==> src/rtl/locked_vector_harness.sv <==
// locked_vector_harness: walks a vector ROM of (a, b, golden z) entries, issues each pair to an
// external multi-cycle core over a start/done handshake, and counts mismatches against z.
// Per-vector timeout, optional stop at the first mismatch, and key-locked FSM transitions.
module locked_vector_harness #(
  parameter int unsigned      DATA_W   = 64,
  parameter int unsigned      NUM_VEC  = 20,
  parameter int unsigned      ADDR_W   = 5,
  parameter int unsigned      CNT_W    = 8,
  parameter int unsigned      TIMEOUT  = 1024,
  parameter int unsigned      KEY_W    = 6,
  parameter logic [KEY_W-1:0] KEY_GOLD = KEY_W'(6'b101101)
) (
  input  logic              ap_clk,
  input  logic              ap_rst,
  input  logic              ap_start,
  output logic              ap_done,
  output logic              ap_idle,
  output logic              ap_ready,
  output logic [CNT_W-1:0]  ap_return,
  input  logic [KEY_W-1:0]  working_key,
  input  logic              stop_on_fail,
  output logic [ADDR_W-1:0] vec_addr,
  output logic              vec_ce,
  input  logic [DATA_W-1:0] vec_a,
  input  logic [DATA_W-1:0] vec_b,
  input  logic [DATA_W-1:0] vec_z,
  output logic              core_start,
  output logic [DATA_W-1:0] core_a,
  output logic [DATA_W-1:0] core_b,
  input  logic              core_done,
  input  logic [DATA_W-1:0] core_result,
  output logic [ADDR_W-1:0] fail_idx,
  output logic              timeout_flag
);

  // idx needs one extra bit so it can reach NUM_VEC even when NUM_VEC == 2**ADDR_W.
  localparam int unsigned IdxW   = ADDR_W + 1;
  localparam int unsigned TimerW = (TIMEOUT > 2) ? $clog2(TIMEOUT) : 1;

  localparam logic [IdxW-1:0]   NumVecIdx = IdxW'(NUM_VEC);
  localparam logic [TimerW-1:0] TimerMax  = TimerW'(TIMEOUT - 1);

  typedef enum logic [2:0] {
    StIdle,
    StFetch,
    StLoad,
    StIssue,
    StWait
  } state_e;

  state_e              state_q;
  logic [IdxW-1:0]     idx_q;
  logic [CNT_W-1:0]    count_q;
  logic [ADDR_W-1:0]   fail_idx_q;
  logic                timeout_q;
  logic                stop_q;
  logic [TimerW-1:0]   timer_q;
  logic [DATA_W-1:0]   core_a_q;
  logic [DATA_W-1:0]   core_b_q;
  logic [DATA_W-1:0]   gold_z_q;
  logic                done_q;
  logic                core_start_q;
  logic                vec_ce_q;
  logic [ADDR_W-1:0]   vec_addr_q;

  logic [2:0]          key_bad;
  logic                div_l1;
  logic                div_l2;
  logic [IdxW-1:0]     idx_inc;
  logic                idx_inc_last;
  logic                timer_hit;
  logic                wait_evt;
  logic                wait_tmo;
  logic                wait_mism;

  // Lock slices: each 2-bit key slice guards one transition of the vector walk.
  assign key_bad[0] = (working_key[1:0] != KEY_GOLD[1:0]);
  assign key_bad[1] = (working_key[3:2] != KEY_GOLD[3:2]);
  assign key_bad[2] = (working_key[5:4] != KEY_GOLD[5:4]);

  assign div_l1 = key_bad[1] && (idx_q[1:0] == 2'd1);
  assign div_l2 = key_bad[2] && (idx_q[1:0] == 2'd2);

  assign idx_inc      = idx_q + 1'b1;
  assign idx_inc_last = (idx_inc == NumVecIdx);

  // A done arriving on the timeout cycle wins over the timeout.
  assign timer_hit = (timer_q == TimerMax);
  assign wait_evt  = core_done || timer_hit;
  assign wait_tmo  = timer_hit && !core_done;
  assign wait_mism = core_done ? (core_result != gold_z_q) : 1'b1;

  // Main FSM with all handshake outputs registered.
  always_ff @(posedge ap_clk) begin
    if (ap_rst) begin
      state_q      <= StIdle;
      idx_q        <= '0;
      count_q      <= '0;
      fail_idx_q   <= '1;
      timeout_q    <= 1'b0;
      stop_q       <= 1'b0;
      timer_q      <= '0;
      core_a_q     <= '0;
      core_b_q     <= '0;
      gold_z_q     <= '0;
      done_q       <= 1'b0;
      core_start_q <= 1'b0;
      vec_ce_q     <= 1'b0;
      vec_addr_q   <= '0;
    end else begin
      done_q       <= 1'b0;
      core_start_q <= 1'b0;
      vec_ce_q     <= 1'b0;
      unique case (state_q)
        StIdle: begin
          if (ap_start) begin
            idx_q      <= '0;
            count_q    <= '0;
            timeout_q  <= 1'b0;
            fail_idx_q <= '1;
            stop_q     <= stop_on_fail;
            timer_q    <= '0;
            // The new idx is 0, so lock L0 applies whenever its slice is wrong.
            if (key_bad[0]) begin
              state_q <= StWait;
            end else begin
              state_q    <= StFetch;
              vec_ce_q   <= 1'b1;
              vec_addr_q <= '0;
            end
          end
        end
        StFetch: begin
          // ap_done for the final FETCH was raised on entry.
          if (idx_q == NumVecIdx) begin
            state_q <= StIdle;
          end else if (div_l1) begin
            state_q <= StWait;
            timer_q <= '0;
          end else begin
            state_q <= StLoad;
          end
        end
        StLoad: begin
          core_a_q <= vec_a;
          core_b_q <= vec_b;
          gold_z_q <= vec_z;
          if (div_l2) begin
            state_q <= StWait;
            timer_q <= '0;
          end else begin
            state_q <= StIssue;
          end
        end
        StIssue: begin
          core_start_q <= 1'b1;
          timer_q      <= '0;
          state_q      <= StWait;
        end
        StWait: begin
          if (wait_evt) begin
            idx_q <= idx_inc;
            if (wait_mism) begin
              if (count_q != '1) begin
                count_q <= count_q + 1'b1;
              end
              if (fail_idx_q == '1) begin
                fail_idx_q <= idx_q[ADDR_W-1:0];
              end
            end
            if (wait_tmo) begin
              timeout_q <= 1'b1;
            end
            if (wait_mism && stop_q) begin
              done_q  <= 1'b1;
              state_q <= StIdle;
            end else begin
              state_q <= StFetch;
              if (idx_inc_last) begin
                done_q <= 1'b1;
              end else begin
                vec_ce_q   <= 1'b1;
                vec_addr_q <= idx_inc[ADDR_W-1:0];
              end
            end
          end else begin
            timer_q <= timer_q + 1'b1;
          end
        end
        default: begin
          state_q <= StIdle;
        end
      endcase
    end
  end

  assign ap_idle      = (state_q == StIdle) && !ap_start;
  assign ap_done      = done_q;
  assign ap_ready     = done_q;
  assign ap_return    = count_q;
  assign vec_addr     = vec_addr_q;
  assign vec_ce       = vec_ce_q;
  assign core_start   = core_start_q;
  assign core_a       = core_a_q;
  assign core_b       = core_b_q;
  assign fail_idx     = fail_idx_q;
  assign timeout_flag = timeout_q;

endmodule

==> config.mk <==
export PLATFORM = sky130hd
export DESIGN_NAME = locked_vector_harness
export DESIGN_NICKNAME = d
export VERILOG_FILES = /design/src/rtl/locked_vector_harness.sv
export SDC_FILE = /design/constraint.sdc
export NUM_CORES = 1
export LEC_CHECK = 0
export CAP_MARGIN = 20
export CORE_AREA = 2 2 165 167
export CTS_BUF_LIST = sky130_fd_sc_hd__clkbuf_8
export DETAILED_ROUTE_END_ITERATION = 10
export DIE_AREA = 0 0 167 169
export MAX_ROUTING_LAYER = met4
export PLACE_DENSITY_LB_ADDON = 0.3
export SLEW_MARGIN = 20
export SYNTH_ARGS = -nofsm -noshare
export SYNTH_HDL_FRONTEND = slang
export SYNTH_SLANG_ARGS = --single-unit
==> constraint.sdc <==
create_clock -name ap_clk -period 3.75 [get_ports ap_clk]
set_clock_uncertainty 0.15 [all_clocks]
set_input_delay 1.125 -clock ap_clk [delete_from_list [all_inputs] [get_ports ap_clk]]
set_output_delay 1.125 -clock ap_clk [all_outputs]
set_load 0.01 [all_outputs]
==> results of run 1 <==
==> report_power, final <==
group | internal, µW | switching, µW
sequential | 2700 | 146
clock | 1250 | 1050
combinational | 803 | 822
==> state kept, by name (all words and copies together) (netlist names) <==
name,cells
stop_q,1
core_b,64
ap_done,1
core_a,64
fail_idx,5
core_start,1
timer_q,10
timeout_flag,1
vec_addr,5
gold_z_q,64
state_q,3
idx_q,6
vec_ce,1
ap_return,8
==> stage by stage <==
| stage | TNS, ps | area [µm²] |
|---|---|---|
| finish | 0 | 14730 |
| global placement | -1638 | 13900 |
| CTS | 0 | 14730 |
| floorplan | 0 | 9409 |
| detailed placement | -2508 | 13900 |
| global route | 0 | 14730 |
==> cell type report <==
type,instances,area (µm²)
Fill cell,2446,11770
Sequential cell,234,4684
Timing Repair Buffer,437,4390
Multi-Input combinational cell,859,4360
Clock buffer,52,715.7
Tap cell,341,426.7
Clock inverter,24,105.1
Inverter,13,48.80
==> worst paths after layout <==
kind	from	to	slack [ps]	cells past startpoint
max reg2reg	gold_z_q[26]$_SDFFE_PP0P_	vec_addr[3]$_SDFFE_PP0P_	930	9
max	ap_start	ap_idle	110	3
min	core_a[9]$_SDFFE_PP0P_	core_a[9]$_SDFFE_PP0P_	300	2
min reg2reg	core_a[9]$_SDFFE_PP0P_	core_a[9]$_SDFFE_PP0P_	300	2
==> metal layers <==
layer,vias up,wire [µm],GRT usage [%]
met1,4358,12580,24.49
met5,-,0,-
met2,319,15070,35.48
met4,0,1102,8.996
met3,74,2296,6.336
li1,4730,-,-
==> cells by family (layout without fill, tap and decap cells) <==
| logic type | after synthesis | after routing | synth area share, % |
|---|---|---|---|
| AND/OR/NAND/NOR | 523 | 523 | 23.62 |
| AO/OA/AOI/OAI | 265 | 265 | 15.71 |
| flip-flops | 234 | 234 | 49.79 |
| buffers and inverters | 89 | 526 | 4.016 |
| XOR/XNOR | 63 | 63 | 5.864 |
| adder cells (fa/ha/maj) | 6 | 6 | 0.7979 |
| multiplexers | 2 | 2 | 0.2128 |
==> synthesized netlist by cell type (3+ instances only) <==
master and instances:
and2_1 3, nand2b_1 8, a211oi_1 4, o21ai_0 14, xnor2_1 17, nor3b_1 6, clkbuf_1 70, nor2b_1 8
ha_1 6, nor3_1 12, inv_1 13, or4_1 3, xor2_1 46, a21o_1 3, nand3_1 9, nor2_1 32
a21oi_1 214, nor4_1 11, a22oi_1 4, nand4_1 11, nand2_1 400, dfxtp_1 234
==> repair_timing <==
| item | in CTS | in global routing |
|---|---|---|
| endpoints found under the setup margin | 0 | 1 |
| gates resized for setup | 0 | 1 |
| hold endpoints to repair | 0 | 0 |
==> tightest hold or removal path, stage by stage, from the launching register on <==
cell and delay [ps]:
dfxtp_1 300, nand2_1 50, a21oi_1 50
==> impl_metrics.toml, run 1 <==
[setup_path]
cp-start-kind = "input port"
crit_required_ps = 2470
worst_path_dominant_cell_family = "buffers and inverters"
cp-end-kind = "output pin"
crit_chain = "clkdlybuf4s50_1, nor4_2, clkdlybuf4s50_1"
crit_path_top_delay_cell = "clkdlybuf4s50_1"
path_common_cell = "clkdlybuf4s50_1"
path_buf_inv = 2
worstSetupPathType = "in2out"
max_stage_delay_ps = 590
arrival_ps = 2360
cp_max_fo = 3

[placed_design]
place_congestion = 0.8187
preCtsSetupSlack_ps = -233.9
numPortBuffers = 418
hpwl_um = 21800
placedCellCount = 1884

[clocking]
cts_setup_buffers = 0
cts_buffer_depth = 3
cts_tree = "done"
path_clk_slew_ps = 50
root_buffer = "clkbuf_8"
htreeDepth = 2
hold_buffers = 0
cts.sinks = 234
clk_latency_ps = 540
numCtsBuffers = 44

[cells_and_area]
layout.cells.non_filler = 1960
fin_util_pct = 55.59
layout_commonest_cell = "clkdlybuf4s50_1"
antenna_cells = 0
syn_to_final_growth_pct = 56.57
layout_common_cells = "417 x clkdlybuf4s50_1, 400 x nand2_1, 234 x dfxtp_1"
fin_nets = 1862
drive_gt1_share_pct = 6.177

[sta]
hold_slack_ps = 301.4
relSlewSlack_pct = 21.16
fin_ws_ps = 112.6
tightestPinTransition_ps = 1183
finalCriticalPeriod_ps = 3637
post-route-period-util_pct = 97.00
slew_viol_final = 0
fmaxAchievable_mhz = 274.9
hold_viol = 0
finalSetupViolations = 0
grt_setup_unrepaired = "no"

[route]
via_count = 9481
drt_iter0_drc = 493
drc = 0
routedWlPerCell_um = 15.84
viasPerCell = 4.837
drt_pass1_iterations = 4
wirelength_um = 31040
drtAntennaViolNets = 0

[synthesis]
synth_fp_nets = 1455
ys_warn_count = 0
synth_top_area_cell = "dfxtp_1"
synth_edf_count = 0
ys_seq_area_share_pct = 49.79
async_reset_ff_share_pct = 0
synth_top_area_share_pct = 49.79
syn_avg_cell_area_um2 = 7.960
synth_area_um2 = 9409
yosysUniqueCellTypes = 63
synth_cells = 1182
ys_seq_elements = 234
synth_flop_cell = "dfxtp_1"
synth.area.top_cells = "dfxtp_1 50%, nand2_1 16%, a21oi_1 11%"

[grt]
grt_usage_pct = 21.52
grt-ovfl-total = 0
grt_pass1_vias = 9313
grt_max_degree = 193
antenna_found_initial = 0
grt_pass1_wl_um = 47840

[job]
drv_cap = 0

[floorplan]
die_area_um2 = 28220
start_util_pct = 35.51
placementRows = 60
core_region_area_um2 = 26500
dieHeight_um = 169
io_pins = 419
die_x_um = 167

[status]
status = "finished, final reports clean"

[pwr]
peakVddDrop_v = 0.0004055
finalPower_uw = 6770
p_leak_uw = 0.005204
p_per_area_nw_per_um2 = 459.6

[min_path]
holdCritPathClass = "reg2reg"
(Power assumes the default switching activity.)
==> run 2: changes to the inputs <==
--- a/config.mk
+++ b/config.mk
@@ -5,7 +5,6 @@
 export SDC_FILE = /design/constraint.sdc
 export NUM_CORES = 1
 export LEC_CHECK = 0
-export CAP_MARGIN = 20
 export CORE_AREA = 2 2 165 167
 export CTS_BUF_LIST = sky130_fd_sc_hd__clkbuf_8
 export DETAILED_ROUTE_END_ITERATION = 10
==> results of run 2 <==
The final DEF is identical to that of run 1; final timing and power are the same.
